### src/rtl/fetch_ctrl_pkg.sv
// Shared types and constants for the instruction-fetch sequencer.
package fetch_ctrl_pkg;

  localparam int WORD_WIDTH = 32;

  // prog_count next-address select and reset address
  localparam logic PC_JUMP    = 1'b1;
  localparam logic PC_INCRESE = 1'b0;
  localparam logic [WORD_WIDTH-1:0] PC_INIT = '0;

  typedef enum logic [1:0] {
    FETCH_IDLE  = 2'd0,
    FETCH_FETCH = 2'd1,
    FETCH_KILL  = 2'd2
  } fetch_state_e;

endpackage

### src/rtl/fetch_ctrl_if.sv
// Instruction-memory read port between fetch_ctrl (master) and the memory (slave).
interface fetch_ctrl_if #(
  parameter int ADDR_W = 32,
  parameter int INST_W = 32
) ();
  // Handshake: req rises with addr and stays high until the cycle ack is high;
  // that cycle rdata is valid and the transfer completes (ack may come in the
  // same cycle req rises). At most one read is outstanding. A memory latches
  // addr when req rises: addr may retarget while a discarded read is in flight.
  logic              req;
  logic [ADDR_W-1:0] addr;
  logic              ack;
  logic [INST_W-1:0] rdata;

  modport master (output req, output addr, input ack, input rdata);
  modport slave  (input req, input addr, output ack, output rdata);
endinterface

### src/rtl/fetch_ctrl_if_buf.sv
// One-entry IF/ID buffer: flush beats write, write beats consume.
module fetch_ctrl_if_buf
  import fetch_ctrl_pkg::*;
#(
  parameter int ADDR_W = WORD_WIDTH,
  parameter int INST_W = WORD_WIDTH
) (
  input  logic              clk,
  input  logic              rst,
  input  logic              write,
  input  logic              consume,
  input  logic              flush,
  input  logic [INST_W-1:0] wr_instr,
  input  logic [ADDR_W-1:0] wr_pc,
  output logic              valid,
  output logic [INST_W-1:0] instr,
  output logic [ADDR_W-1:0] pc
);

  always_ff @(posedge clk) begin
    if (rst) begin
      valid <= 1'b0;
      instr <= '0;
      pc    <= '0;
    end else if (flush) begin
      valid <= 1'b0;
    end else if (write) begin
      valid <= 1'b1;
      instr <= wr_instr;
      pc    <= wr_pc;
    end else if (consume) begin
      valid <= 1'b0;
    end
  end

endmodule

### src/rtl/fetch_ctrl.sv
// Instruction-fetch sequencer: one outstanding imem read, one-entry IF/ID buffer,
// EX redirects with wrong-path discard. Optional counters under FETCH_PERF_EN.
module fetch_ctrl
  import fetch_ctrl_pkg::*;
#(
  parameter int ADDR_W = WORD_WIDTH,
  parameter int INST_W = WORD_WIDTH
) (
  input  logic              clk,
  input  logic              rst,
  input  logic [ADDR_W-1:0] pc_addr,
  output logic              pc_stall,
  output logic              pc_src,
  output logic [ADDR_W-1:0] pc_jumpaddr,
  fetch_ctrl_if.master      imem,
  input  logic              br_taken,
  input  logic [ADDR_W-1:0] br_target,
  input  logic              id_stall,
  output logic              if_valid,
  output logic [INST_W-1:0] if_instr,
  output logic [ADDR_W-1:0] if_pc,
`ifdef FETCH_PERF_EN
  output fetch_state_e      state,
  output logic [31:0]       perf_fetch_cnt,
  output logic [31:0]       perf_kill_cnt
`else
  output fetch_state_e      state
`endif
);

  fetch_state_e      state_nxt;
  logic              redir_pend;
  logic [ADDR_W-1:0] redir_addr;
  logic              buf_free;
  logic              req;
  logic              ack_v;
  logic              keep;

  // The buffer can only be refilled by an ack, so once req rises it stays high.
  assign buf_free = !if_valid || !id_stall;
  assign req      = ((state == FETCH_FETCH) && buf_free) || (state == FETCH_KILL);
  assign ack_v    = imem.ack && req;
  assign keep     = (state == FETCH_FETCH) && ack_v && !br_taken;

  assign imem.req  = req;
  assign imem.addr = redir_pend ? redir_addr : pc_addr;

  assign pc_stall    = !keep;
  assign pc_src      = (keep && redir_pend) ? PC_JUMP : PC_INCRESE;
  assign pc_jumpaddr = redir_addr;

  always_ff @(posedge clk) begin
    if (rst) begin
      state <= FETCH_IDLE;
    end else begin
      state <= state_nxt;
    end
  end

  always_comb begin
    state_nxt = state;
    case (state)
      FETCH_IDLE:  state_nxt = FETCH_FETCH;
      FETCH_FETCH: if (br_taken && req && !ack_v) state_nxt = FETCH_KILL;
      FETCH_KILL:  if (!br_taken && ack_v) state_nxt = FETCH_FETCH;
      default:     state_nxt = FETCH_IDLE;
    endcase
  end

  // The latest redirect target wins until a kept fetch of it consumes it.
  always_ff @(posedge clk) begin
    if (rst) begin
      redir_pend <= 1'b0;
      redir_addr <= '0;
    end else if (br_taken) begin
      redir_pend <= 1'b1;
      redir_addr <= br_target;
    end else if (keep) begin
      redir_pend <= 1'b0;
    end
  end

  fetch_ctrl_if_buf #(
    .ADDR_W (ADDR_W),
    .INST_W (INST_W)
  ) u_if_buf (
    .clk      (clk),
    .rst      (rst),
    .write    (keep),
    .consume  (if_valid && !id_stall),
    .flush    (br_taken),
    .wr_instr (imem.rdata),
    .wr_pc    (imem.addr),
    .valid    (if_valid),
    .instr    (if_instr),
    .pc       (if_pc)
  );

`ifdef FETCH_PERF_EN
  always_ff @(posedge clk) begin
    if (rst) begin
      perf_fetch_cnt <= '0;
      perf_kill_cnt  <= '0;
    end else begin
      if (keep)           perf_fetch_cnt <= perf_fetch_cnt + 32'd1;
      if (ack_v && !keep) perf_kill_cnt  <= perf_kill_cnt + 32'd1;
    end
  end
`else
  // Counters are not built in this configuration.
`endif

endmodule

### src/flat_wrapper.sv
// flat-port wrapper written by rule: the top's interface ports become plain ports
module fetch_ctrl_flat import fetch_ctrl_pkg::*;
#(
  parameter int ADDR_W = WORD_WIDTH,
  parameter int INST_W = WORD_WIDTH
)
  (clk, rst, pc_addr, pc_stall, pc_src, pc_jumpaddr, br_taken, br_target, id_stall, if_valid, if_instr, if_pc, state, imem_req, imem_addr, imem_ack, imem_rdata);
  fetch_ctrl_if #(.ADDR_W(ADDR_W), .INST_W(INST_W)) imem_i ();
  input  logic clk;
  input  logic rst;
  input  logic [ADDR_W-1:0] pc_addr;
  output logic pc_stall;
  output logic pc_src;
  output logic [ADDR_W-1:0] pc_jumpaddr;
  input  logic br_taken;
  input  logic [ADDR_W-1:0] br_target;
  input  logic id_stall;
  output logic if_valid;
  output logic [INST_W-1:0] if_instr;
  output logic [ADDR_W-1:0] if_pc;
  output fetch_state_e state;
  output wire logic [$bits(imem_i.req)-1:0] imem_req;
  output wire logic [$bits(imem_i.addr)-1:0] imem_addr;
  input wire logic [$bits(imem_i.ack)-1:0] imem_ack;
  input wire logic [$bits(imem_i.rdata)-1:0] imem_rdata;
  assign imem_req = imem_i.req;
  assign imem_addr = imem_i.addr;
  assign imem_i.ack = imem_ack;
  assign imem_i.rdata = imem_rdata;
  fetch_ctrl #(.ADDR_W(ADDR_W), .INST_W(INST_W)) u_core (.clk(clk), .rst(rst), .pc_addr(pc_addr), .pc_stall(pc_stall), .pc_src(pc_src), .pc_jumpaddr(pc_jumpaddr), .imem(imem_i), .br_taken(br_taken), .br_target(br_target), .id_stall(id_stall), .if_valid(if_valid), .if_instr(if_instr), .if_pc(if_pc), .state(state));
endmodule
### config.mk
export PLATFORM = sky130hd
export DESIGN_NAME = fetch_ctrl_flat
export DESIGN_NICKNAME = d
export VERILOG_FILES = /design/src/rtl/fetch_ctrl_pkg.sv /design/src/rtl/fetch_ctrl_if.sv /design/src/rtl/fetch_ctrl_if_buf.sv /design/src/rtl/fetch_ctrl.sv /design/src/flat_wrapper.sv
export SDC_FILE = /design/constraint.sdc
export NUM_CORES = 1
export LEC_CHECK = 0
export BUFFER_PORTS_ARGS = -buffer_cell sky130_fd_sc_hd__buf_4
export CAP_MARGIN = 10
export CORE_UTILIZATION = 41
export CTS_BUF_LIST = sky130_fd_sc_hd__clkbuf_4 sky130_fd_sc_hd__clkbuf_8 sky130_fd_sc_hd__clkbuf_16
export DETAILED_ROUTE_END_ITERATION = 10
export PLACE_DENSITY_LB_ADDON = 0.25
export SLEW_MARGIN = 15
export SYNTH_ARGS = -nofsm -noshare
export SYNTH_HDL_FRONTEND = slang
export SYNTH_SLANG_ARGS = --single-unit
### constraint.sdc
create_clock -name clk -period 1.2 [get_ports clk]
set_input_delay 0.24 -clock clk [delete_from_list [all_inputs] [get_ports clk]]
set_output_delay 0.24 -clock clk [all_outputs]
set_load 0.1 [all_outputs]
==> results.sh <==
export IMPL_outcome="complete, but fails checks"
export IMPL_failed_checks="setup timing"
export IMPL_yosys_warnings=0
export IMPL_synth_fp_nets=556
export IMPL_fmaxAchievable_mhz=571
export IMPL_grt_pass1_vias=5052
export IMPL_power_mw=10.8
export IMPL_fin_hold_ws_ns=0.121
export IMPL_clk_latency_ns=0.36
export IMPL_routed_via_count=5294
export IMPL_r2r_cells=6
export IMPL_fin_crit_sh=1.46
export IMPL_rsz0062_at_grt="true"
export IMPL_avgSynthCellArea_um2=9.82
export IMPL_cp_end_kind="primary output"
export IMPL_pwr_share_clk=0.218
export IMPL_netlist_instances=455
export IMPL_yosysUniqueCellTypes=26
export IMPL_antenna_found_initial=0
export IMPL_wire_per_inst_um=27.1
export IMPL_netlist_area_um2=4470
export IMPL_cts_tree="built"
export IMPL_nets=848
export IMPL_place_detailed_hpwl_um=9760
export IMPL_worstPathCellList="a21boi_4, and2_4, clkinvlp_4, buf_6"
export IMPL_fin_crit_ns=1.75
export IMPL_nFillCells=269
export IMPL_ys_seq_area_frac=0.448
export IMPL_p_int_mw=6.48
export IMPL_required_ns=0.96
export IMPL_drive_gt1_frac=0.723
export IMPL_power_switching_mw=4.33
export IMPL_hold_end="u_core.pc_jumpaddr[30]"
export IMPL_firstDrtPassIters=6
export IMPL_drv_cap=0
export IMPL_grt_max_degree=58
export IMPL_die_area_um2=11300
export IMPL_clock_root_buffer="clkbuf_8"
export IMPL_setup_violations=108
export IMPL_worst_pin_slew_ns=0.343
export IMPL_die_h_um=106
export IMPL_grt_ovfl_total=0
export IMPL_ctsHoldBuffers=0
export IMPL_maxSlewViolCount=0
export IMPL_cts_buffer_depth=2
export IMPL_arrival_ns=1.51
export IMPL_met2_usage=0.559
export IMPL_slowest_delay_ns=0.37
export IMPL_cts_sinks=100
export IMPL_cts_made_buffers=9
export IMPL_fin_cells=888
export IMPL_cpMaxStageDelayCell="dfxtp_4"
export IMPL_pwr_share_comb=0.444
export IMPL_r2r_start="u_core.state[0]"
export IMPL_max_slew_margin=0.772
export IMPL_vias_per_cell=5.96
export IMPL_std_cell_rows=37
export IMPL_die_width_um=106
export IMPL_ant_nets=0
export IMPL_setup_ws_ns=-0.553
export IMPL_grt_use_met1=0.332
export IMPL_grt_pass1_wl_um=26900
export IMPL_port_buffers=234
export IMPL_htree_levels=3
export IMPL_whs_path_depth=3
export IMPL_p_leak_nw=4.19
export IMPL_hp_class="input pin to register"
export IMPL_ios=235
export IMPL_min_from="br_target[30]"
export IMPL_place_ws_ns=-0.248
export IMPL_fin_skew_ns=0.0231
export IMPL_r2r_end="u_core.u_if_buf.pc[6]"
export IMPL_start_util=0.427
export IMPL_pwr_share_seq=0.337
export IMPL_finish_utilization=0.945
export IMPL_place_congestion=0.752
export IMPL_core_um2=10500
export IMPL_cp_max_fo=6
export IMPL_synth_seq_cells=100
export IMPL_placed_cells_incl_taps=827
export IMPL_wl_um=24000
export IMPL_drc=0
export IMPL_ir_worst_vdd_uv=909
export IMPL_top_usage_layer="met2"
export IMPL_crit_type="register to primary output"
export IMPL_start_kind="register"
export IMPL_grt_util_met3=0.0760
export IMPL_cellPowerDensity_nw_per_um2=1090
export IMPL_syn_to_final_growth_pct=121
export IMPL_drt_iter0_drc=412
export IMPL_p_sw_frac=0.400
export IMPL_r2r_setup_slack_ns=-0.37
export IMPL_hold_violations=0
export IMPL_grtUsageTotal=0.306
export IMPL_path_clk_slew_ns=0.12
export IMPL_num_antenna_cells=0
[worst max-delay path by stage]
stage | from | end | slack [ns] | cells past startpoint
finish | u_core.state[0] | pc_stall | -0.55 | 4
global route | u_core.state[0] | pc_stall | -0.58 | 4
CTS | u_core.redir_pend | imem_addr[16] | -0.49 | 3
detailed placement | br_taken | u_core.u_if_buf.instr[11] | -0.25 | 5
global placement | br_taken | u_core.u_if_buf.pc[7] | -0.17 | 5
floorplan | u_core.state[0] | pc_stall | -0.65 | 5
[sequential cells by signal (all words and copies together) (netlist names)]
name                   cells
u_core.u_if_buf.pc        32
u_core.redir_pend          1
u_core.pc_jumpaddr        32
u_core.u_if_buf.valid      1
u_core.u_if_buf.instr     32
u_core.state               2
[cells in the mapped netlist]
| cell type | instances | area share |
|---|---|---|
| a21bo_2 | 1 | 0.0022 |
| a21boi_2 | 1 | 0.0025 |
| a221oi_1 | 1 | 0.0020 |
| a32oi_1 | 1 | 0.0020 |
| and2_4 | 1 | 0.0020 |
| and3_1 | 1 | 0.0014 |
| buf_2 | 11 | 0.012 |
| buf_4 | 13 | 0.022 |
| buf_6 | 1 | 0.0025 |
| clkbuf_1 | 20 | 0.017 |
| clkbuf_2 | 2 | 0.0022 |
| dfxtp_1 | 100 | 0.45 |
| inv_1 | 2 | 0.0017 |
| mux2_2 | 32 | 0.081 |
| mux2i_1 | 32 | 0.072 |
| nand2_1 | 1 | 0.00084 |
| nand2b_1 | 65 | 0.091 |
| nand4b_1 | 64 | 0.13 |
| nor2_1 | 34 | 0.029 |
| nor2b_1 | 1 | 0.0014 |
| nor3_1 | 2 | 0.0022 |
| nor3b_2 | 1 | 0.0028 |
| o21ai_0 | 28 | 0.031 |
| o21ai_1 | 38 | 0.043 |
| o32a_1 | 1 | 0.0022 |
| or3b_1 | 1 | 0.0020 |
[worst max-delay path: cells and delay by family (launching register included)]
family	cells	cell delay (ns)
DFF	1	0.37
AOI/OAI and AO/OA	1	0.27
buffers and inverters	2	0.27
and+or+nand+nor	1	0.24
[power groups by stage]
stage	clock network [mW]	registers, mW	logic [mW]
floorplan	0	4.61	1.55
global placement	0	3.61	3.44
detailed placement	0	3.62	3.48
CTS	2.29	3.59	4.27
global route	2.49	3.66	4.87
finish	2.36	3.65	4.80
[metrics by stage]
step	TNS, ns	area, um2
floorplan	-14.49	4790
CTS	-36.52	8960
detailed placement	-17.42	6890
finish	-33.88	9890
global route	-35.51	9890
global placement	-13.97	6890
[per-layer routing]
| metal | wire length [um] | part of all wire | vias up |
|---|---|---|---|
| met5 | 0 | 0 | - |
| met2 | 12200 | 0.51 | 385 |
| met1 | 8250 | 0.34 | 2583 |
| li1 | - | - | 2195 |
| met4 | 1620 | 0.067 | 0 |
| met3 | 2010 | 0.084 | 131 |
[placed cells by master (no fill, tap or decap), types with 2 or more instances in the layout]
cell type  netlist  final
nand2b_1        65     64
dfxtp_4          0     36
mux2_4           0     32
buf_16           0      7
buf_6            1     16
dfxtp_1        100      2
clkbuf_16        0      7
buf_8            0     16
nand4b_1        64     64
buf_12           0    141
o21ai_4          0      2
buf_4           13    141
mux2i_1         32     32
o21ai_2          0     58
inv_4            0      2
clkbuf_8         0     10
nor2_1          34     34
dfxtp_2          0     62
o21ai_1         38      6
[cell type report]
type | instances | area, um2 | area share
tap | 136 | 170 | 0.0172
timing repair buffer | 328 | 4670 | 0.472
multi-input combinational | 306 | 2620 | 0.264
clock buffer | 11 | 145 | 0.0147
inverter | 2 | 13.8 | 0.00139
sequential | 100 | 2210 | 0.224
clock inverter | 5 | 58.8 | 0.00595
[kinds of logic after synthesis]
kind of cell	share of synthesized area
buf+inv	0.0574
flops	0.448
compound gates	0.0848
mux	0.152
simple gates	0.258
[repair_timing]
| action | CTS | global route |
|---|---|---|
| setup buffers | 19 | 16 |
| resized for setup | 393 | 221 |
| pin swaps | 55 | 16 |
| setup endpoints to repair | 199 | 187 |
| gates cloned | 11 | 10 |
Power figures use the tool's default switching activity.
